$ cat src/rtl/rs422_uart_receiver.sv
// RS-422 UART receiver: synchronizes the differential pair, decodes the line bit,
// recovers 8N1 frames by oversampling and presents bytes through a valid/ready register.
module rs422_uart_receiver #(
    parameter int CLKS_PER_BIT = 16,
    parameter int DATA_BITS    = 8,
    parameter int SYNC_STAGES  = 2
) (
    input  logic                 clk,
    input  logic                 rst,
    input  logic                 rda,
    input  logic                 rdb,
    input  logic                 rx_ready,
    output logic [DATA_BITS-1:0] rx_data,
    output logic                 rx_valid,
    output logic                 framing_err,
    output logic                 overrun_err,
    output logic                 line_fault,
    output logic                 busy
);

    localparam int CW = $clog2(CLKS_PER_BIT);
    localparam int IW = $clog2(DATA_BITS + 1);
    localparam int FW = $clog2(CLKS_PER_BIT + 1);
    localparam logic [CW-1:0] CNT_HALF  = CW'(CLKS_PER_BIT / 2 - 1);
    localparam logic [CW-1:0] CNT_FULL  = CW'(CLKS_PER_BIT - 1);
    localparam logic [IW-1:0] IDX_LAST  = IW'(DATA_BITS - 1);
    localparam logic [FW-1:0] FAULT_MAX = FW'(CLKS_PER_BIT);

    typedef enum logic [1:0] {IDLE, START, DATA, STOP} state_t;

    logic [SYNC_STAGES-1:0] rda_sync, rdb_sync;
    logic                   rda_s, rdb_s, pair_ok, b, b_last, fall;
    logic [FW-1:0]          fault_cnt;

    state_t                 state, state_n;
    logic [CW-1:0]          cnt, cnt_n;
    logic [IW-1:0]          idx, idx_n;
    logic [DATA_BITS-1:0]   shreg, shreg_n;
    logic                   ferr_n, good_n, frame_good;

    // Synchronizers reset to the idle line levels so release creates no edge
    always_ff @(posedge clk or posedge rst) begin
        if (rst) begin
            rda_sync <= '1;
            rdb_sync <= '0;
        end else begin
            rda_sync <= {rda_sync[SYNC_STAGES-2:0], rda};
            rdb_sync <= {rdb_sync[SYNC_STAGES-2:0], rdb};
        end
    end

    assign rda_s   = rda_sync[SYNC_STAGES-1];
    assign rdb_s   = rdb_sync[SYNC_STAGES-1];
    assign pair_ok = rda_s ^ rdb_s;
    assign b       = pair_ok ? rda_s : b_last;
    assign fall    = b_last & ~b;

    // Fault counter saturates at CLKS_PER_BIT, so equality means ">= threshold"
    always_ff @(posedge clk or posedge rst) begin
        if (rst) begin
            b_last    <= 1'b1;
            fault_cnt <= '0;
        end else begin
            b_last <= b;
            if (pair_ok)
                fault_cnt <= '0;
            else if (fault_cnt != FAULT_MAX)
                fault_cnt <= fault_cnt + FW'(1);
        end
    end

    assign line_fault = (fault_cnt == FAULT_MAX);
    assign busy       = (state != IDLE);

    always_ff @(posedge clk or posedge rst) begin
        if (rst) begin
            state       <= IDLE;
            cnt         <= '0;
            idx         <= '0;
            shreg       <= '0;
            framing_err <= 1'b0;
            frame_good  <= 1'b0;
        end else begin
            state       <= state_n;
            cnt         <= cnt_n;
            idx         <= idx_n;
            shreg       <= shreg_n;
            framing_err <= ferr_n;
            frame_good  <= good_n;
        end
    end

    always_comb begin
        state_n = state;
        cnt_n   = cnt;
        idx_n   = idx;
        shreg_n = shreg;
        ferr_n  = 1'b0;
        good_n  = 1'b0;
        case (state)
            IDLE: begin
                if (fall && !line_fault) begin
                    state_n = START;
                    cnt_n   = '0;
                end
            end
            START: begin
                if (cnt == CNT_HALF) begin
                    cnt_n   = '0;
                    idx_n   = '0;
                    state_n = b ? IDLE : DATA;
                end else begin
                    cnt_n = cnt + CW'(1);
                end
            end
            DATA: begin
                if (cnt == CNT_FULL) begin
                    cnt_n   = '0;
                    // LSB-first right shift lands bit idx in position idx after DATA_BITS samples
                    shreg_n = {b, shreg[DATA_BITS-1:1]};
                    if (idx == IDX_LAST)
                        state_n = STOP;
                    else
                        idx_n = idx + IW'(1);
                end else begin
                    cnt_n = cnt + CW'(1);
                end
            end
            STOP: begin
                if (cnt == CNT_FULL) begin
                    cnt_n   = '0;
                    state_n = IDLE;
                    good_n  = b;
                    ferr_n  = ~b;
                end else begin
                    cnt_n = cnt + CW'(1);
                end
            end
            default: state_n = IDLE;
        endcase
        if (state != IDLE && line_fault) begin
            state_n = IDLE;
            cnt_n   = '0;
            ferr_n  = 1'b1;
            good_n  = 1'b0;
        end
    end

    // shreg stays stable for many cycles after STOP, so it is read one cycle late here
    always_ff @(posedge clk or posedge rst) begin
        if (rst) begin
            rx_data     <= '0;
            rx_valid    <= 1'b0;
            overrun_err <= 1'b0;
        end else begin
            overrun_err <= 1'b0;
            if (frame_good) begin
                if (!rx_valid || rx_ready) begin
                    rx_data  <= shreg;
                    rx_valid <= 1'b1;
                end else begin
                    overrun_err <= 1'b1;
                end
            end else if (rx_valid && rx_ready) begin
                rx_valid <= 1'b0;
            end
        end
    end

endmodule

$ cat config.mk
export PLATFORM = sky130hd
export DESIGN_NAME = rs422_uart_receiver
export DESIGN_NICKNAME = d
export VERILOG_FILES = /design/src/rtl/rs422_uart_receiver.sv
export SDC_FILE = /design/constraint.sdc
export NUM_CORES = 1
export LEC_CHECK = 0
export CORE_MARGIN = 2
export CORE_UTILIZATION = 55
export CTS_CLUSTER_SIZE = 28
export DETAILED_ROUTE_END_ITERATION = 16
export PLACE_DENSITY = 0.87
export SYNTH_ARGS = -nofsm -noshare
export SYNTH_HDL_FRONTEND = slang
export SYNTH_SLANG_ARGS = --single-unit
$ cat constraint.sdc
create_clock -name clk -period 2.15 [get_ports clk]
set_input_delay 0.645 -clock clk [delete_from_list [all_inputs] [get_ports clk]]
set_output_delay 0.645 -clock clk [all_outputs]
set_load 0.005 [all_outputs]
==> results.txt <==
- Synthesis-to-finish area growth: 18.7%
- Sequential area share after synthesis: 54.9%
* Number of unique standard cell types used by synthesis: 39
- The floorplan has 20 rows.
- The number of global-route vias before repair came to 1215.
- Dividing the detail-routed via count by the number of cells gives 5.48.
- Clock-pin slew was measured on the worst setup and hold paths at 0.11 ns.
- Measured along the y axis, the die boundary spans 61.7 um.
- The final number of max-transition violations came to 0.
* Antenna diode instance count: 0
- Number of buffers added by the clock tree synthesis step: 5
- Synthesis produced a netlist with a net count of 153.
- DIE WIDTH: 61.7 um
- After routing, the total negative slack on setup checks comes to 0 ns.
- Register bit count reported by yosys: 40
- The worst setup path is launched from a register.
- Core utilization of the finished layout: 70.0%
- Number of sinks on the clock net: 40
- Number of iterations in the first detailed-routing pass: 4
* Cells after Synth: between 100 and 150
* Antenna violations before repair: 0
* Worst VDD drop: 0.611 mV
* Clock period minus final worst setup slack: just over 2 ns
- Post-detailed-route DRC marker count: 0
* Clock tree from TritonCTS: built
- Part of the cycle the worst path needs: between 90 and 100%
* EDFF count, synth: 0
- Most frequently used flop master after synthesis: sky130_fd_sc_hd__dfrtp_1
- Combined area of the multi-input logic cells: 756 um2
- Dividing total power by cell area gives a power density of 889 nW/um2.
- Count of pins on the block boundary: 18
* Number of antenna-violating nets in the routed design: 0
* Ordered cell list for the critical path: inv_2, ha_1, and4bb_2, dlygate4sd2_1
* Initial standard-cell utilization of the core: 59.0%
* Synthesized area divided by synthesized cell count: between 10 and 15 um2
- Static power due to leakage: 1.02 nW
- The worst pin sits at a relative slew slack of around three fifths.
* Critical-path cell with the highest stage delay: sky130_fd_sc_hd__dfrtp_1
- Critical path fanouts, max: 2
* Smallest hold slack: around 0.37 ns
- Registers take 1010 um2.
- Worst clock skew on the final layout: between 0.003 and 0.004 ns
- # H-tree levels: 2
* Final Hold Fails: 0
- Count of fill cells added during filler insertion: 259
- Synth warn: 0
- Wire length of the first global-routing pass: 5580 um
- Actual slew at the worst max-slew pin: roughly 0.59 ns
- Async set-or-reset flop fraction in the synthesized netlist: 100%
* Result of the run: finished clean
- Data on the critical path is required at its endpoint by around 1.5 ns.
* Number of buffer cells added on primary ports: 17
- For this run the aggregate overflow at the end of global routing stands at 0.
- Number of placed instances with taps included: slightly above 200
- Dividing the detail-routed wire length by the instance count gives 15.0 um.
- Setup violations remaining at the end of the flow were counted as 0.
* Worst setup path category: register to output port
* Type of destination of the critical path: output port
* Clock latency at the later pin of the worst-skew pair: 0.35 ns
- The detailed router finished its first iteration with 38 violations.
- Last weighted congestion value of the routability-driven placer: 0.820
- Unrepaired setup endpoints after global routing: no
- Derived from the worst setup path, the maximum achievable clock frequency is a little under 500 MHz.
- Largest stage delay on the critical path: ~0.38 ns
- Fraction of final layout cells sized beyond drive strength 1: 26.2%
* Worst path arrival time: 1.43 ns
* Layout net count: 180
- Area of the mapped netlist: 1830 um2
* Post-DP HPWL: 2240 um
- The tightest min-delay check is of the register to register type.
- Across every metal layer, demand over resource in global routing totals 20.5%.
- Once layout is complete, the cells apart from fillers number 216.
- The root buffer cell chosen for the clock tree is sky130_fd_sc_hd__clkbuf_4.
* Vias post-DR: 1183
- Across the run, the number of max-cap violations was 0.
- Entering global routing, the biggest net connects approximately 40 pins.
- Die area: 3800 um2
* Commonest cells after routing, fill and taps aside: sky130_fd_sc_hd__dfrtp_1, sky130_fd_sc_hd__clkdlybuf4s50_1, sky130_fd_sc_hd__nor2_1
- Wirelength, routed: 3240 um
- Most common library cell in the layout ignoring fill and taps: sky130_fd_sc_hd__dfrtp_1
- Core Region: 3100 um2
* Buffer levels on the longest clock path: 2
- Post-placement worst setup slack: 0.129 ns
* Worst-case setup margin in the final layout: 0.0732 ns
==> where the power goes <==
part	total, mW	switching (mW)	internal, mW
Clock	0.556	0.247	0.309
Combinational	0.444	0.223	0.221
Sequential	0.931	0.103	0.827
Total	1.93	0.573	1.36
==> routing by layer <==
layer	track usage, %	up-vias	part of all wire [%]	wire length (um)
li1	-	557	-	-
met2	34.7	29	52	1680
met4	5.78	0	1.3	42
met3	5.88	5	5.2	169
met5	0	-	0	0
met1	25.8	592	42	1350
==> timing repair <==
action	4_1_cts	5_1_grt
endpoints found under the setup margin	2	2
gates resized for setup	2	2
buffers inserted	2	1
hold buffers	0	0
==> Yosys cell counts (2+ instances only) <==
master                     count  area [um2]
sky130_fd_sc_hd__dfrtp_1      37         926
sky130_fd_sc_hd__nor2_1       12        45.0
sky130_fd_sc_hd__mux2_2        9         101
sky130_fd_sc_hd__mux2_4        8         120
sky130_fd_sc_hd__nand2_1       8        30.0
sky130_fd_sc_hd__inv_1         7        26.3
sky130_fd_sc_hd__a21oi_1       5        25.0
sky130_fd_sc_hd__xor2_1        5        43.8
sky130_fd_sc_hd__buf_6         4        45.0
sky130_fd_sc_hd__ha_1          4        50.1
sky130_fd_sc_hd__nand3_1       4        20.0
sky130_fd_sc_hd__o21ai_0       4        20.0
sky130_fd_sc_hd__dfstp_2       3        78.8
sky130_fd_sc_hd__xnor2_1       3        26.3
sky130_fd_sc_hd__nand3b_1      2        15.0
sky130_fd_sc_hd__nand4_1       2        12.5
sky130_fd_sc_hd__nor2b_1       2        12.5
sky130_fd_sc_hd__nor3_1        2        10.0
sky130_fd_sc_hd__o21a_1        2        15.0
sky130_fd_sc_hd__o21ai_1       2        10.0
==> state kept, by name, indices dropped and copies added, names as in the netlist <==
register / flops
framing_err: 1
frame_good: 1
fault_cnt: 5
overrun_err: 1
idx: 4
shreg: 8
rda_sync: 2
b_last: 1
rx_data: 8
cnt: 4
rdb_sync: 2
state: 2
rx_valid: 1
==> critical path: cells and delay by family (launching register included) <==
kind / cells / cell delay (ns)
DFF: 1 / 0.38
buffers and inverters: 2 / 0.31
and+or+nand+nor: 1 / 0.22
adders and majority gates: 1 / 0.18
==> per-stage QoR <==
step | total power [mW] | instance area [um2]
floorplan | 1.25 | 1830
global placement | 1.32 | 2050
detailed placement | 1.35 | 2050
CTS | 1.93 | 2160
global route | 2.05 | 2170
finish | 1.93 | 2170
==> final cells by class <==
type,instances,share of cell area (%)
sequential,40,46.3
inverter,7,1.21
multi-input combinational,93,34.8
tap,44,2.53
clock inverter,1,1.38
timing repair buffer,24,10.8
clock buffer,7,3.00
==> worst paths after layout <==
path,slack [ns],end,cells past startpoint,from
worst max-delay path,0.07,line_fault,4,fault_cnt[0]
worst min register to register,0.37,rda_sync[1],0,rda_sync[0]
min in group asynchronous,0.64,rx_data[0],3,rst
worst max register to register,0.33,shreg[1],4,cnt[0]
worst min-delay path,0.37,rda_sync[1],0,rda_sync[0]
max in group asynchronous,1.26,rda_sync[0],3,rst
==> cells by family after synthesis <==
| kind of cell | synth area share (%) |
|---|---|
| adders and majority gates | 2.74 |
| buffers and inverters | 3.90 |
| DFF | 54.9 |
| AOI/OAI and AO/OA | 8.21 |
| and+or+nand+nor | 13.7 |
| muxes | 12.7 |
| xor gates and xnor gates | 3.83 |
Note: power is estimated with default switching activity, not from simulation.
